<file path="src/rtl/seq_detector_prog.sv">
// Programmable serial pattern detector with overlap control, a qualified input stream
// and a saturating match counter. Define SEQ_DET_MASK_EN to add a per-bit compare mask.
module seq_detector_prog #(
    parameter int                 PAT_W       = 4,
    parameter logic [PAT_W-1:0]   DEFAULT_PAT = PAT_W'(4'b1010),
    parameter int                 CNT_W       = 8
) (
    input  logic               clk,
    input  logic               rst_n,
    input  logic               din,
    input  logic               din_vld,
    input  logic               overlap,
    input  logic               cfg_load,
    input  logic [PAT_W-1:0]   cfg_pat,
`ifdef SEQ_DET_MASK_EN
    input  logic [PAT_W-1:0]   cfg_mask,
`endif
    input  logic               cnt_clr,
    output logic               dout,
    output logic [CNT_W-1:0]   match_cnt,
    output logic               cnt_sat
);

    localparam int FILL_W = $clog2(PAT_W + 1);
    localparam logic [FILL_W-1:0] FILL_MAX = FILL_W'(PAT_W);
    localparam logic [FILL_W-1:0] FILL_THR = FILL_W'(PAT_W - 1);

    logic [PAT_W-1:0]  pattern;
    logic [PAT_W-1:0]  history;
    logic [FILL_W-1:0] fill;
    logic [PAT_W-1:0]  h_next;
    logic [PAT_W-1:0]  diff;
    logic              accept;
    logic              match;
    logic [CNT_W-1:0]  cnt_next;

`ifdef SEQ_DET_MASK_EN
    logic [PAT_W-1:0]  mask;
`endif

    assign h_next = {history[PAT_W-2:0], din};
    assign accept = din_vld && !cfg_load;

`ifdef SEQ_DET_MASK_EN
    assign diff = (h_next ^ pattern) & mask;
`else
    assign diff = h_next ^ pattern;
`endif

    // The completing bit is the one that brings fill to PAT_W, hence the >= PAT_W-1 test.
    assign match = accept && (fill >= FILL_THR) && (diff == '0);

    // Clear wins over a same-cycle match; the count sticks once it reaches all ones.
    always_comb begin
        cnt_next = match_cnt;
        if (cnt_clr) begin
            cnt_next = '0;
        end else if (match && !(&match_cnt)) begin
            cnt_next = match_cnt + 1'b1;
        end
    end

    always_ff @(posedge clk) begin
        if (!rst_n) begin
            pattern   <= DEFAULT_PAT;
            history   <= '0;
            fill      <= '0;
            dout      <= 1'b0;
            match_cnt <= '0;
            cnt_sat   <= 1'b0;
`ifdef SEQ_DET_MASK_EN
            mask      <= '1;
`endif
        end else begin
            dout      <= match;
            match_cnt <= cnt_next;
            cnt_sat   <= &cnt_next;
            if (cfg_load) begin
                pattern <= cfg_pat;
                history <= '0;
                fill    <= '0;
`ifdef SEQ_DET_MASK_EN
                mask    <= cfg_mask;
`endif
            end else if (din_vld) begin
                history <= h_next;
                if (match) begin
                    fill <= overlap ? FILL_MAX : '0;
                end else if (fill != FILL_MAX) begin
                    fill <= fill + 1'b1;
                end
            end
        end
    end

endmodule

</file>
<file path="config.mk">
export PLATFORM = sky130hd
export DESIGN_NAME = seq_detector_prog
export DESIGN_NICKNAME = d
export VERILOG_FILES = /design/src/rtl/seq_detector_prog.sv
export SDC_FILE = /design/constraint.sdc
export NUM_CORES = 1
export LEC_CHECK = 0
export CORE_ASPECT_RATIO = 0.6
export CORE_MARGIN = 2
export CORE_UTILIZATION = 45
export CTS_CLUSTER_SIZE = 40
export DETAILED_ROUTE_END_ITERATION = 8
export PLACE_DENSITY = 0.74
export REMOVE_ABC_BUFFERS = 1
export SLEW_MARGIN = 10
export SYNTH_ARGS = -nofsm -noshare
export SYNTH_HDL_FRONTEND = slang
export SYNTH_SLANG_ARGS = --single-unit
</file>
<file path="constraint.sdc">
create_clock -name clk -period 1.8 [get_ports clk]
set_input_delay 0.27 -clock clk [delete_from_list [all_inputs] [get_ports clk]]
set_output_delay 0.27 -clock clk [all_outputs]
set_load 0.1 [all_outputs]
</file>
Yosys cells after proc, flatten, opt, wreduce, memory -nomap -nowiden --
Index checks and enable logic that the tools add are counted.
Cells by class: add/sub/neg operators 2, magnitude comparators 1, eq/ne operators 1, muxes and demuxes 5, reduce and logical (&&, ||, !) cells 12, bitwise logic cells 2
Operators by type and width (count):
- 8-bit 2-to-1 mux | 2
- 8-bit AND reduction | 2
- 3-bit 2-to-1 mux | 3
- 8-bit by 1-bit adder with 8-bit output (second input constant) | 1
- 1-bit logical AND | 4
- 4-bit zero test | 1
- 4-bit bitwise XOR | 1
- 3-bit by 1-bit adder with 3-bit output (second input constant) | 1
- 3-bit by 2-bit >= comparator with 1-bit output (second input constant) | 1
- 3-bit inequality test (second input constant) | 1
- 1-bit zero test | 2
- 2-bit AND reduction | 1
- 2-bit nonzero test | 1
- 2-bit OR reduction | 1
- 1-bit inverter | 1
Word-level totals: bits in registers 20, output and inout port bits 10

Depth between registers and ports, before layout --
Gate-level depths: netlist of the first run.
depth after elaboration 8, depth in mapped cells 8, mapped depth without buffers 8

Worst setup path after synthesis of the first run --
No wires, ideal clock.
kind register to register, start point reg match_cnt[0], end point reg cnt_sat, library setup time 60 ps, arrival 2533 ps, slack -793 ps, stages on the path, launching flop included 7, cells stage by stage dfxtp_1 -> ha_1 -> nand2_1 -> o211ai_4 -> o21ai_0 -> a2111oi_0 -> and3_1
On the way: cells in the longest elaborated chain, start to end 6
RTL lines:
- from (decl) | line 20 | output logic [CNT_W-1:0] match_cnt,
- from (signal assigned) | line 76 | match_cnt <= cnt_next;
- branches (longest 3 deep; another with 8-bit by 1-bit adder with 8-bit output)
- 8-bit 2-to-1 mux (*) | line 58 | end else if (match && !(&match_cnt)) begin
- 8-bit 2-to-1 mux (*) | line 56 | if (cnt_clr) begin
- 8-bit AND reduction (*) | line 77 | cnt_sat <= &cnt_next;
- to (signal assigned) | line 77
- to (decl) | line 21 | output logic cnt_sat
Mark *: on every way between the ends. A chain may end at the register's enable or synchronous reset.

Final worst setup path of the first run --
start point reg history[1], end point reg cnt_sat
On the way: cells in the longest elaborated chain, start to end 7
RTL lines:
- from (decl) | line 29 | logic [PAT_W-1:0] history;
- from (signal assigned) | line 86 | history <= h_next;
- 4-bit bitwise XOR | line 47 | assign diff = h_next ^ pattern;
- 4-bit zero test | line 51 | assign match = accept && (fill >= FILL_THR) && (diff == '0);
- 1-bit logical AND | line 51
- 1-bit logical AND | line 58
- 8-bit 2-to-1 mux | line 58
- 8-bit 2-to-1 mux | line 56
- 8-bit AND reduction | line 77
No other way between the ends.

==> results of run 1 <==
Yosys cell counts (all sizes together) (2+ instances only):
master | number | area share
inv | 4 | 0.014
a21oi | 2 | 0.0095
mux2i | 12 | 0.11
xnor2 | 2 | 0.017
xor2 | 5 | 0.042
buf | 2 | 0.015
a211oi | 3 | 0.021
nor2 | 19 | 0.070
nand3 | 6 | 0.029
nand2b | 5 | 0.037
o211ai | 2 | 0.027
o21ai | 3 | 0.014
and3 | 3 | 0.018
dfxtp | 20 | 0.38
nand2 | 11 | 0.039
ha | 4 | 0.048
layer usage:
layer / routed length [µm] / track usage / share of wire / vias to the layer above
met4: 131 / 0.07755 / 0.037 / 0
met5: 0 / 0 / 0 / -
met2: 1732 / 0.4100 / 0.49 / 45
li1: - / - / - / 504
met1: 1476 / 0.3147 / 0.42 / 495
met3: 197 / 0.07588 / 0.056 / 16
cells by family (layout without fill, tap and decap cells):
| kind of cell | after synthesis | in the layout | share of synthesized area |
|---|---|---|---|
| compound gates | 14 | 14 | 0.1011 |
| xor+xnor | 7 | 7 | 0.05827 |
| fa+ha+maj | 4 | 4 | 0.04756 |
| buf+inv | 6 | 55 | 0.02972 |
| flops | 20 | 20 | 0.3805 |
| mux | 12 | 12 | 0.1142 |
| simple gates | 53 | 53 | 0.2687 |
stage by stage:
stage / cell area, µm² / total power, W / setup slack, ns / hold slack [ns]
2_1_floorplan: 1036 / 0.0004990 / -0.7932 / 0.3319
3_3_place_gp: 1529 / 0.0005416 / -0.4947 / 0.4939
3_5_place_dp: 1529 / 0.0005446 / -0.6804 / 0.5220
4_1_cts: 1675 / 0.0009947 / -0.1886 / 0.4638
5_1_grt: 1783 / 0.001031 / -0.2273 / 0.5367
6_report: 1783 / 0.001002 / -0.1571 / 0.5105
area by class of cell:
type / count / area [µm²]
Timing Repair Buffer: 47 / 481.7
Tap cell: 30 / 37.54
Clock inverter: 1 / 30.03
Fill cell: 120 / 412.9
Inverter: 4 / 15.01
Sequential cell: 20 / 402.9
Clock buffer: 3 / 41.29
Multi-Input combinational cell: 90 / 774.5
critical path, stage by stage (launching register included):
cell and delay [ns]:
dfxtp_1 0.33, xor2_1 0.18, nor4_4 0.36, buf_4 0.20
nand3_2 0.12, mux2i_4 0.23, a2111oi_4 0.31, and3_1 0.18
what timing repair did:
| item | 4_1_cts | 5_1_grt |
|---|---|---|
| hold endpoints to repair | 0 | 0 |
| pin swaps | 6 | 6 |
| endpoints found under the setup margin | 5 | 7 |
| resized for setup | 18 | 18 |
| setup buffers | 1 | 2 |
power by group through the flow:
stage	combinational, W	sequential, W	clock, W
3_3_place_gp	0.0000759	0.000466	0
2_1_floorplan	0.0000345	0.000465	0
5_1_grt	0.0000952	0.000458	0.000477
6_report	0.0000889	0.000458	0.000455
4_1_cts	0.0000796	0.000457	0.000458
3_5_place_dp	0.0000784	0.000466	0
layout by cell type (no fill, tap or decap), types with 3 or more instances in the layout:
master,instances
buf_12,8
buf_4,27
clkbuf_8,3
clkdlybuf4s50_1,7
dfxtp_1,18
dlygate4sd2_1,3
inv_1,4
mux2i_1,9
nand2_1,11
nand2b_1,4
nand3_1,4
nor2_1,18
xor2_1,4
sequential cells by signal, summed over array words and instances (netlist names):
register   flops
history        3
cnt_sat        1
pattern        4
dout           1
fill           3
match_cnt      8
worst paths after layout:
path | from | endpoint | slack (ns) | cells past startpoint
hold reg to reg | pattern[3]$_SDFFE_PN1P_ | pattern[3]$_SDFFE_PN1P_ | 0.54 | 2
setup / recovery | history[1]$_SDFFE_PP0P_ | cnt_sat$_SDFF_PN0_ | -0.16 | 7
setup reg to reg | history[1]$_SDFFE_PP0P_ | cnt_sat$_SDFF_PN0_ | -0.16 | 7
hold / removal | din | history[0]$_SDFFE_PP0P_ | 0.51 | 3
==> flow_summary.ini, run 1 <==
[layout]
fin_util = 0.8120
final_nets = 181
layoutNonFillerInstCount = 195
diodes = 0
synthToLayoutAreaGrowth_pct = 69.44
drive_gt1_frac = 0.3879

[routing]
vias = 1060
ant_nets = 0
drc_errors = 0
drtPass1Iterations = 4
via_per_inst = 5.436
avgRoutedWirePerCell_um = 18.14
routed_wl_um = 3538
drtIter0Drc = 70

[floorplan]
die_y_um = 41.46
die_w_um = 66.43
ioPinCount = 21
rows = 13
die_area_um2 = 2754
start_util = 0.4792
fp.coreArea_um2 = 2196

[setup_path]
crit_required_ns = 2.02
arrival_ns = 2.18
startpoint_type = register
worstSetupPathType = reg2reg
path_max_fanout = 3
cp-end-kind = register

[global_routing]
antenna_found_initial = 0
gr-total-overflow = 0
first_global_vias = 1021
grt_max_degree = 13
grt_pass1_wl_um = 5064
grt.total_usage = 0.2499

[power]
p_clk_frac = 0.455
pwr-share-seq = 0.457
power.internal_w = 0.0007924
power_density_nw_per_um2 = 562.0
peakVddDrop_mv = 0.8762
p_switching_w = 0.0002097
sw_frac_of_total = 0.2093
pwr-share-comb = 0.089
p_leak_nw = 0.7080

[timing]
setup_viol = 4
hold_viol = 0
min_period_over_period = 1.087
tns_ns = -0.2027
fmaxAchievable_mhz = 511.0
period_minus_slack_ns = 1.957
max_slew.worst_pin.slew_ns = 0.3180
slew_violations = 0
finClkSkew_ns = 0.005534
setup_ws_ns = -0.1571
rsz0062_at_grt = yes
slew_headroom = 0.7864

[clock_tree]
clk_pin_slew_ns = 0.08
clkSinkCount = 20
clk_latency_ns = 0.27
clock_tree.buffer_depth = 2
root_buffer = clkbuf_8
cts_hold_buf = 0
tritoncts = done
htreeDepth = 1
cts_buffers = 3

[worst_hold_path]
hold_path_class = in2reg

[outcome]
status = complete, but fails checks
violations = negative setup slack

[synth]
synth_cell_types = 33
synthFlopType = dfxtp_1
synthArstFlopShare = 0
synth_edf_count = 0
ys_warn_count = 0
syn-cell-area_um2 = 1052
synthesis.instances = 116
synth_seq_cells = 20
seq_area_frac_synth = 0.3805
avgSynthCellArea_um2 = 9.071

[run]
cap_violations = 0

[placed_design]
dp_hpwl_um = 2196
place_inst = 188
finalWeightedCongestion = 0.8924
portBuffers = 20
Note: power is estimated with default switching activity, not from simulation.
==> inputs of run 2 (changes only) <==
--- a/config.mk
+++ b/config.mk
@@ -5,12 +5,11 @@
 export SDC_FILE = /design/constraint.sdc
 export NUM_CORES = 1
 export LEC_CHECK = 0
-export CORE_ASPECT_RATIO = 0.6
 export CORE_MARGIN = 2
-export CORE_UTILIZATION = 45
+export CORE_UTILIZATION = 50
 export CTS_CLUSTER_SIZE = 40
 export DETAILED_ROUTE_END_ITERATION = 8
-export PLACE_DENSITY = 0.74
+export PLACE_DENSITY = 0.78
 export REMOVE_ABC_BUFFERS = 1
 export SLEW_MARGIN = 10
 export SYNTH_ARGS = -nofsm -noshare
==> constraint.sdc (replaced) <==
create_clock -name clk -period 1.9 [get_ports clk]
set_input_delay 0.285 -clock clk [delete_from_list [all_inputs] [get_ports clk]]
set_output_delay 0.285 -clock clk [all_outputs]
set_load 0.1 [all_outputs]
==> run 2 against run 1 <==
Against the previous run: the flow still finishes with violations (negative setup slack); sequential power decreased by 5.2%; count of clock-buffer cells in the layout is the same; via count shrank 1.1%; design area fell by 7.9%; setup slack better by 0.12 ns; critical path depth shrank 1; core utilization grew 1.6 points; final cell count shrank 3.1%; highest routed layer unchanged.
==> flow_summary.ini, run 2 (same netlist as run 1, synthesis figures left out) <==
[timing]
min_period_over_period = 1.019
slew_headroom = 0.7849
period_minus_slack_ns = 1.935
rsz0062_at_grt = yes
finClkSkew_ns = 0.01381
slew_violations = 0
fmaxAchievable_mhz = 516.7
setup_viol = 1
hold_viol = 0
max_slew.worst_pin.slew_ns = 0.3226
tns_ns = -0.03537
setup_ws_ns = -0.03537

[floorplan]
ioPinCount = 21
rows = 16
start_util = 0.5309
die_y_um = 49.88
fp.coreArea_um2 = 1982
die_area_um2 = 2488
die_w_um = 49.88

[setup_path]
slowest_delay_ns = 0.37
cp-end-kind = register
rr_worst_depth = 6
crit_required_ns = 2.16
crit_slowest_cell = or3_4
path_delay_family = simple AND/OR/NAND/NOR gates
path_cells = xor2_2 -> nor4_4 -> o211ai_4 -> or3_4 -> a2111oi_4 -> and3_1
r2r-start = history[1]$_SDFFE_PP0P_
r2r_setup_slack_ns = -0.04
path_max_fanout = 3
path_buf_inv = 0
r2r-end = cnt_sat$_SDFF_PN0_
arrival_ns = 2.19
worstSetupPathType = reg2reg
startpoint_type = register

[routing]
drtIter0Drc = 38
vias = 1048
drc_errors = 0
routed_wl_um = 3030
avgRoutedWirePerCell_um = 16.03
drtPass1Iterations = 4
via_per_inst = 5.545
ant_nets = 0

[layout]
drive_gt1_frac = 0.3642
n_fill_cell = 118
largest_reg_flops = 8
diodes = 0
seq_area_um2 = 404.1
stdcell_area_um2 = 1642
reg.largest.list = match_cnt x8, pattern x4
layout_common_cells = buf_4 (28), nor2_1 (17), dfxtp_1 (17), nand2_1 (11), mux2i_1 (11)
synthToLayoutAreaGrowth_pct = 56.00
largest-register = match_cnt
layout_commonest_cell = buf_4
multi_input_area_um2 = 745.7
final_nets = 179

[placed_design]
dp_hpwl_um = 1927
portBuffers = 20
finalWeightedCongestion = 0.8774
dp_slack_ns = -0.5446
placed_cell_area_um2 = 1438

[global_routing]
gr-total-overflow = 0
grt_max_degree = 11
antenna_found_initial = 0
grt.total_usage = 0.2556
first_global_vias = 1029
grt_pass1_wl_um = 4747

[clock_tree]
tritoncts = done
cts_buffers = 3
clk_latency_ns = 0.31
clkSinkCount = 20
clk_pin_slew_ns = 0.11
clock_tree.buffer_depth = 2
root_buffer = clkbuf_4
htreeDepth = 1

[worst_hold_path]
hold_path_end = history[0]$_SDFFE_PP0P_
hold_path_class = in2reg
min_from = din
min_path_cells = 3

[power]
peakVddDrop_mv = 0.5160
power_density_nw_per_um2 = 433.6
p_leak_nw = 0.6732

[run]
cap_violations = 0

[outcome]
violations = negative setup slack
status = complete, but fails checks
[run 2: per-layer routing]
layer,up-vias,share of wire,GRT usage
li1,501,-,-
met2,33,0.51,0.4267
met1,507,0.42,0.3245
met3,7,0.049,0.04545
met4,0,0.021,0.1019
met5,-,0,0
[run 2: how the worst max path moves through the flow]
stage	start	end	slack [ns]	depth (start not counted)
floorplan	match_cnt[0]$_SDFF_PN0_	cnt_sat$_SDFF_PN0_	-0.69	6
global placement	din	cnt_sat$_SDFF_PN0_	-0.43	7
detailed placement	din	cnt_sat$_SDFF_PN0_	-0.54	7
CTS	history[1]$_SDFFE_PP0P_	cnt_sat$_SDFF_PN0_	-0.04	6
global route	history[1]$_SDFFE_PP0P_	cnt_sat$_SDFF_PN0_	-0.14	6
finish	history[1]$_SDFFE_PP0P_	cnt_sat$_SDFF_PN0_	-0.04	6
[run 2: tightest hold or removal path, stage by stage]
cell and delay [ns]:
dlygate4sd2_1 0.26, mux2i_1 0.09, nor2_1 0.08
[run 2: per-stage QoR]
step,util,power (W),hold WS (ns),cells
after floorplan,-,0.0004728,0.3469,114
after global placement,0.7254,0.0005108,0.4922,180
after detailed placement,0.7254,0.0005142,0.4946,180
after CTS,0.7746,0.0007051,0.4535,187
after global routing,0.8283,0.0007419,0.4749,189
final,0.8283,0.0007118,0.4485,189
[run 2: power by group]
part           switching, W   total, W  internal (W)  leakage, nW
Clock              0.000125   0.000199     0.0000741       0.0138
Sequential       0.00000720   0.000434      0.000427        0.164
Combinational     0.0000380  0.0000785     0.0000404        0.496
[run 2: layout make-up]
type	instances	area share
clock buffer	3	0.01372
multi-input combinational	90	0.4543
timing repair buffer	45	0.2561
inverter	4	0.009146
sequential	20	0.2462
tap	27	0.02058
[run 2: repair_timing]
action	in CTS	in global routing
hold buffers	0	0
pin swaps	6	8
resized for setup	14	19
setup buffers	4	2
setup endpoints to repair	1	6
